`src/rtl/sat_counter.sv`:
```
// Saturating up-counter with synchronous reset and clear; clear beats increment.
// 1-cycle latency from inc/clr to cnt.
module sat_counter #(
  parameter int W = 8
) (
  input  logic         clk,
  input  logic         rst,
  input  logic         clr,
  input  logic         inc,
  output logic [W-1:0] cnt
);

  localparam logic [W-1:0] MAX = '1;

  always_ff @(posedge clk) begin
    if (rst || clr) begin
      cnt <= '0;
    end else if (inc && (cnt != MAX)) begin
      cnt <= cnt + 1'b1;
    end
  end

endmodule

```
`config.mk`:
```
export PLATFORM = sky130hd
export DESIGN_NAME = sat_counter
export DESIGN_NICKNAME = d
export VERILOG_FILES = /design/src/rtl/sat_counter.sv
export SDC_FILE = /design/constraint.sdc
export NUM_CORES = 1
export LEC_CHECK = 0
export CORE_AREA = 2 2 39 41
export CTS_BUF_LIST = sky130_fd_sc_hd__clkbuf_8
export DETAILED_ROUTE_END_ITERATION = 7
export DIE_AREA = 0 0 41 43
export GPL_TIMING_DRIVEN = 1
export PLACE_DENSITY = 0.56
export REMOVE_ABC_BUFFERS = 1
export SYNTH_ARGS = -nofsm -noshare
export SYNTH_HDL_FRONTEND = slang
export SYNTH_SLANG_ARGS = --single-unit
```
`constraint.sdc`:
```
create_clock -name clk -period 1.6 [get_ports clk]
set_input_delay 0.16 -clock clk [delete_from_list [all_inputs] [get_ports clk]]
set_output_delay 0.16 -clock clk [all_outputs]
set_load 0.01 [all_outputs]
```
==> flow_summary.yaml, run 1 <==
final_layout:
  largest_registers: "cnt x8"
  largest_reg_flops: 8
  areaGrowthSynthToFinish_pct: 44.8
  antenna_cells: 0
  finish.utilization_pct: 44.1
  drive_gt1_share_pct: 15.6
  fin_nets: 71
  top_register: "cnt"
cts:
  clockRootBuffer: "clkbuf_8"
  clock_sink_count: 8
  h-tree-depth: 1
  cts_hold_buf: 0
  cts_buffers: 3
  clk_latency_ps: 230
  post_cts_resize_count: 0
  max-clock-path-buffers: 2
  cts_tree: "yes"
  post_cts_buffers: 0
  cts.reportedPaths.clkPinSlew_ps: 40
yosys:
  synthTopCellsByCount: "8 x dfxtp_1, 7 x nand2_1, 5 x a21oi_1"
  synthArstFlopShare_pct: 0
  syn_inst: 48
  synth_ff_type: "dfxtp_1"
  ys_seq_area_share_pct: 38.0
  synthesis.area_per_instance_sq_um: 8.78
  netlist.area_leader.share_pct: 38.0
  yosysTopAreaCell: "dfxtp_1"
  yosys_warnings: 0
  ys_top_cells_by_area: "dfxtp_1 38%, mux2i_1 9.5%, nand2_1 6.2%"
  synth.most_common_cell: "dfxtp_1"
  synth_seq_cells: 8
  synth_enable_flop_cells: 0
  ys_types: 23
  synth_area_sq_um: 422
die:
  rows: 14
  initial_core_util_pct: 30.5
  die_w_um: 41
  core_area_sq_um: 1380
  die_area_sq_um: 1760
  fp.dieH_um: 43
  pin_count: 12
global_route:
  grt_pass1_vias: 341
  grt_max_degree: 9
  grt_util_all_layers_pct: 13.4
  overflow: 0
  grt_pass1_wl_mm: 1.51
  grt_antenna_before_repair: 0
setup_path:
  cpMaxStageDelayCell: "or4_1"
  cp.required_ps: 1720
  critPathMaxStageDelay_ps: 400
  path_buf_inv: 0
  crit_chain: "ha_1, nand3_1, or4_1, and3_1"
  crit_type: "flip-flop to flip-flop"
  cp_top_family: "simple AND/OR/NAND/NOR gates"
  crit_fanout: 5
  cp_num_cells: 4
  r2r_cells: 4
  critPathLaunchType: "flip-flop"
  endpoint_kind: "flip-flop"
  cp.arrival_ps: 1600
pwr:
  vdd_drop_max_mv: 0.633
  p_int_uw: 383
  p_clk_share_pct: 51.0
  swShare_pct: 20.1
  p_per_area_nw_per_um2: 786
  power_frac_seq_pct: 42.5
  pwr-share-comb_pct: 6.5
  p_leak_nw: 0.234
  switchingPower_uw: 96.6
drt:
  vias_per_cell: 5.13
  drcViolationCount: 0
  drt_iter0_markers: 2
  wire_per_inst_um: 12.1
  vias: 410
  firstDrtPassIters: 4
  detail-route-antenna-nets: 0
  drt_wl_total_um: 969
sta:
  clock_skew_ps: 0.643
  max_freq_mhz: 677
  final-max-slew-violation-count: 0
  period_share_pct: 92.3
  setup-violations-final: 0
  rsz0062_at_grt: "false"
  period_minus_slack_ps: 1480
  hold_viol: 0
  tns_ps: 0
  worst_pin_slew_ps: 248
  slew_headroom_pct: 83.5
placed_design:
  finalWeightedCongestion: 0.753
  dp_hpwl_um: 739
  portBuffers: 11
worst_hold_path:
  hp-class: "flip-flop to flip-flop"
  min_path_cells: 2
run_status:
  status: "finished, final reports clean"
run:
  max-cap-violations: 0
[through the flow]
stage	total power [mW]	cells	setup WS, ps	hold slack (ps)	area [sq um]
after floorplan	0.218	47	190	238	417
after global placement	0.238	77	117	483	569
after global routing	0.503	80	39.5	529	611
final	0.480	80	123	490	611
after detailed placement	0.238	77	79.0	485	569
after CTS	0.494	80	127	494	611
[power by group through the flow]
stage	clock network, mW	logic (mW)	registers (mW)
after floorplan	0	0.0102	0.208
after global placement	0	0.0309	0.207
after detailed placement	0	0.0310	0.207
after CTS	0.259	0.0311	0.204
after global routing	0.265	0.0337	0.204
final	0.245	0.0311	0.204
[tightest hold or removal path, stage by stage, from the launching register on]
cell     delay (ps)
dfxtp_1         330
nand2_1          60
mux2i_1          50
[routing by layer]
| metal | global-route usage [%] | wire, um | vias to the layer above |
|---|---|---|---|
| li1 | - | - | 212 |
| met2 | 19.4 | 440 | 14 |
| met5 | 0 | 0 | - |
| met1 | 14.4 | 443 | 182 |
| met4 | 8.00 | 19 | 0 |
| met3 | 7.85 | 65 | 2 |
[cells in the final DEF, fill, tap and decap left out]
master and instances:
a21boi_0 1, a21boi_2 1, a21oi_1 5, and2_2 1, and3_1 2, and3b_1 2
and4_1 1, and4_2 1, buf_4 3, clkbuf_8 3, clkdlybuf4s50_1 11, dfxtp_1 8
ha_1 1, inv_1 1, mux2i_1 4, nand2_1 7, nand3_1 2, nand4_1 2
nor2_1 1, nor4_1 1, o2111ai_1 1, o21ai_0 1, or3_1 2, or3_2 1
or4_1 1
[layout make-up]
| cell class | count | area (sq um) |
|---|---|---|
| fill | 152 | 773 |
| timing repair buffer | 14 | 133 |
| tap | 16 | 20.0 |
| clock buffer | 3 | 41.3 |
| multi-input combinational | 38 | 253 |
| inverter | 1 | 3.75 |
| sequential | 8 | 160 |
[kinds of logic after synthesis]
| kind of cell | count (synthesis) | synth area share (%) |
|---|---|---|
| and+or+nand+nor | 24 | 33.8 |
| AOI/OAI and AO/OA | 9 | 13.6 |
| DFF | 8 | 38.0 |
| buffers and inverters | 2 | 2.08 |
| adders and majority gates | 1 | 2.97 |
| muxes | 4 | 9.50 |
[path summary, 6_finish.rpt]
kind                            slack, ps   start  endpoint
worst min-delay path                  490  cnt[1]    cnt[1]
worst min register to register        490  cnt[1]    cnt[1]
worst max-delay path                  120  cnt[0]    cnt[6]
worst max register to register        120  cnt[0]    cnt[6]
Power figures use the tool's default switching activity.
==> inputs of run 2 (changes only) <==
--- a/config.mk
+++ b/config.mk
@@ -6,7 +6,7 @@
 export NUM_CORES = 1
 export LEC_CHECK = 0
 export CORE_AREA = 2 2 39 41
-export CTS_BUF_LIST = sky130_fd_sc_hd__clkbuf_8
+export CTS_BUF_LIST = sky130_fd_sc_hd__clkbuf_8 sky130_fd_sc_hd__clkbuf_16
 export DETAILED_ROUTE_END_ITERATION = 7
 export DIE_AREA = 0 0 41 43
 export GPL_TIMING_DRIVEN = 1
==> constraint.sdc (replaced) <==
create_clock -name clk -period 1.6 [get_ports clk]
set_input_delay 0.16 -clock clk [delete_from_list [all_inputs] [get_ports clk]]
set_output_delay 0.16 -clock clk [all_outputs]
set_load 0.05 [all_outputs]
==> run 2 against run 1 <==
Against the previous run: fmax up 2.4%; worst hold slack better by 6.2 ps; power down 0.33%; sequential power about the same; die area unchanged; clock skew up 0.74 ps; via count down 0.73%; core utilization down 1.3 points; critical endpoint unchanged.
==> flow_summary.yaml, run 2 (synthesis results as in run 1) <==
final_layout:
  mostFrequentLayoutCell: "buf_4"
  drive_gt1_share_pct: 29.7
  top_register: "cnt"
  finish.utilization_pct: 42.9
  layout_common_cells: "11 x buf_4, 8 x dfxtp_1, 7 x nand2_1"
  largest_reg_flops: 8
  antenna_cells: 0
  fin_area_sq_um: 593
  final_cells: 80
  areaGrowthSynthToFinish_pct: 40.7
  fillCellCount: 140
  fin_nets: 71
  largest_registers: "cnt x8"
drt:
  vias: 407
  drt_iter0_markers: 11
  wire_per_inst_um: 11.1
  drt_wl_total_um: 889
  detail-route-antenna-nets: 0
  drcViolationCount: 0
  vias_per_cell: 5.09
  firstDrtPassIters: 4
sta:
  final-max-slew-violation-count: 0
  setup-violations-final: 0
  rsz0062_at_grt: "false"
  period_minus_slack_ps: 1440
  fin_ws_ps: 158
  hold_viol: 0
  period_share_pct: 90.2
  clock_skew_ps: 1.39
  slew_headroom_pct: 83.8
  max_freq_mhz: 693
  worst_pin_slew_ps: 243
placed_design:
  dp_hpwl_um: 699
  dpl_cell_area_sq_um: 549
  dp_slack_ps: 87.7
  dp.cells: 77
  portBuffers: 11
  finalWeightedCongestion: 0.790
die:
  die_w_um: 41
  die_area_sq_um: 1760
  core_area_sq_um: 1380
  initial_core_util_pct: 30.5
  pin_count: 12
  rows: 14
  fp.dieH_um: 43
global_route:
  grt_antenna_before_repair: 0
  grt_pass1_vias: 337
  grt_max_degree: 9
  grt_util_all_layers_pct: 12.7
  grt_pass1_wl_mm: 1.44
  overflow: 0
cts:
  clock_sink_count: 8
  post_cts_buffers: 0
  cts_tree: "yes"
  cts.reportedPaths.clkPinSlew_ps: 40
  clockRootBuffer: "clkbuf_8"
  clk_latency_ps: 230
  h-tree-depth: 1
  cts_buffers: 3
  max-clock-path-buffers: 2
pwr:
  power_uw: 478
  vdd_drop_max_mv: 0.681
  p_leak_nw: 0.247
  p_per_area_nw_per_um2: 807
worst_hold_path:
  hp-class: "flip-flop to flip-flop"
setup_path:
  endpoint_kind: "flip-flop"
  crit_fanout: 5
  critPathLaunchType: "flip-flop"
  cp.arrival_ps: 1560
  r2r_slack_ps: 160
  cp.required_ps: 1720
  crit_type: "flip-flop to flip-flop"
run_status:
  status: "finished, final reports clean"
run:
  max-cap-violations: 0
==> run 2: changes by cell type in the layout (fill, tap and decap cells not counted) <==
cell	delta
buf_4	+8
clkdlybuf4s50_1	-8
ha_1	-1
ha_2	+1
==> run 2: repair_timing <==
item / in CTS / in global routing
endpoints found under the setup margin: 0 / 1
hold buffers: 0 / 0
resized for setup: 0 / 1
==> run 2: path summary, 6_finish.rpt <==
kind	start	end	depth (start not counted)
max	cnt[0]	cnt[6]	4
min	cnt[1]	cnt[1]	2
max reg2reg	cnt[0]	cnt[6]	4
min reg2reg	cnt[1]	cnt[1]	2
==> run 2: metal layers <==
| metal | vias to the layer above | wire length, um | global-route usage, % |
|---|---|---|---|
| met5 | - | 0 | 0 |
| met4 | 0 | 0 | 4.00 |
| met3 | 0 | 74 | 9.42 |
| met2 | 11 | 403 | 16.9 |
| met1 | 180 | 412 | 15.5 |
| li1 | 216 | - | - |
==> run 2: cell type report <==
type | count | area (sq um) | area share, %
Clock buffer | 3 | 41.3 | 6.96
Inverter | 1 | 3.75 | 0.633
Multi-Input combinational cell | 38 | 255 | 43.0
Sequential cell | 8 | 160 | 27.0
Tap cell | 16 | 20.0 | 3.38
Timing Repair Buffer | 14 | 113 | 19.0
==> run 2: critical path, stage by stage, from the launching register on <==
cell and delay [ps]:
dfxtp_1 380, ha_2 240, nand3_1 110, or4_1 410, and3_1 190
==> run 2: power breakdown <==
part           internal [mW]  switching [mW]  total [mW]
logic                 0.0177          0.0177      0.0354
registers              0.202         0.00200       0.204
clock network          0.163          0.0762       0.239
total                  0.382          0.0959       0.478
==> run 2: through the flow <==
step                      TNS (ps)  hold slack, ps
after CTS                        0             496
after floorplan               -154             238
final                            0             497
after global routing             0             530
after detailed placement         0             489
after global placement           0             484
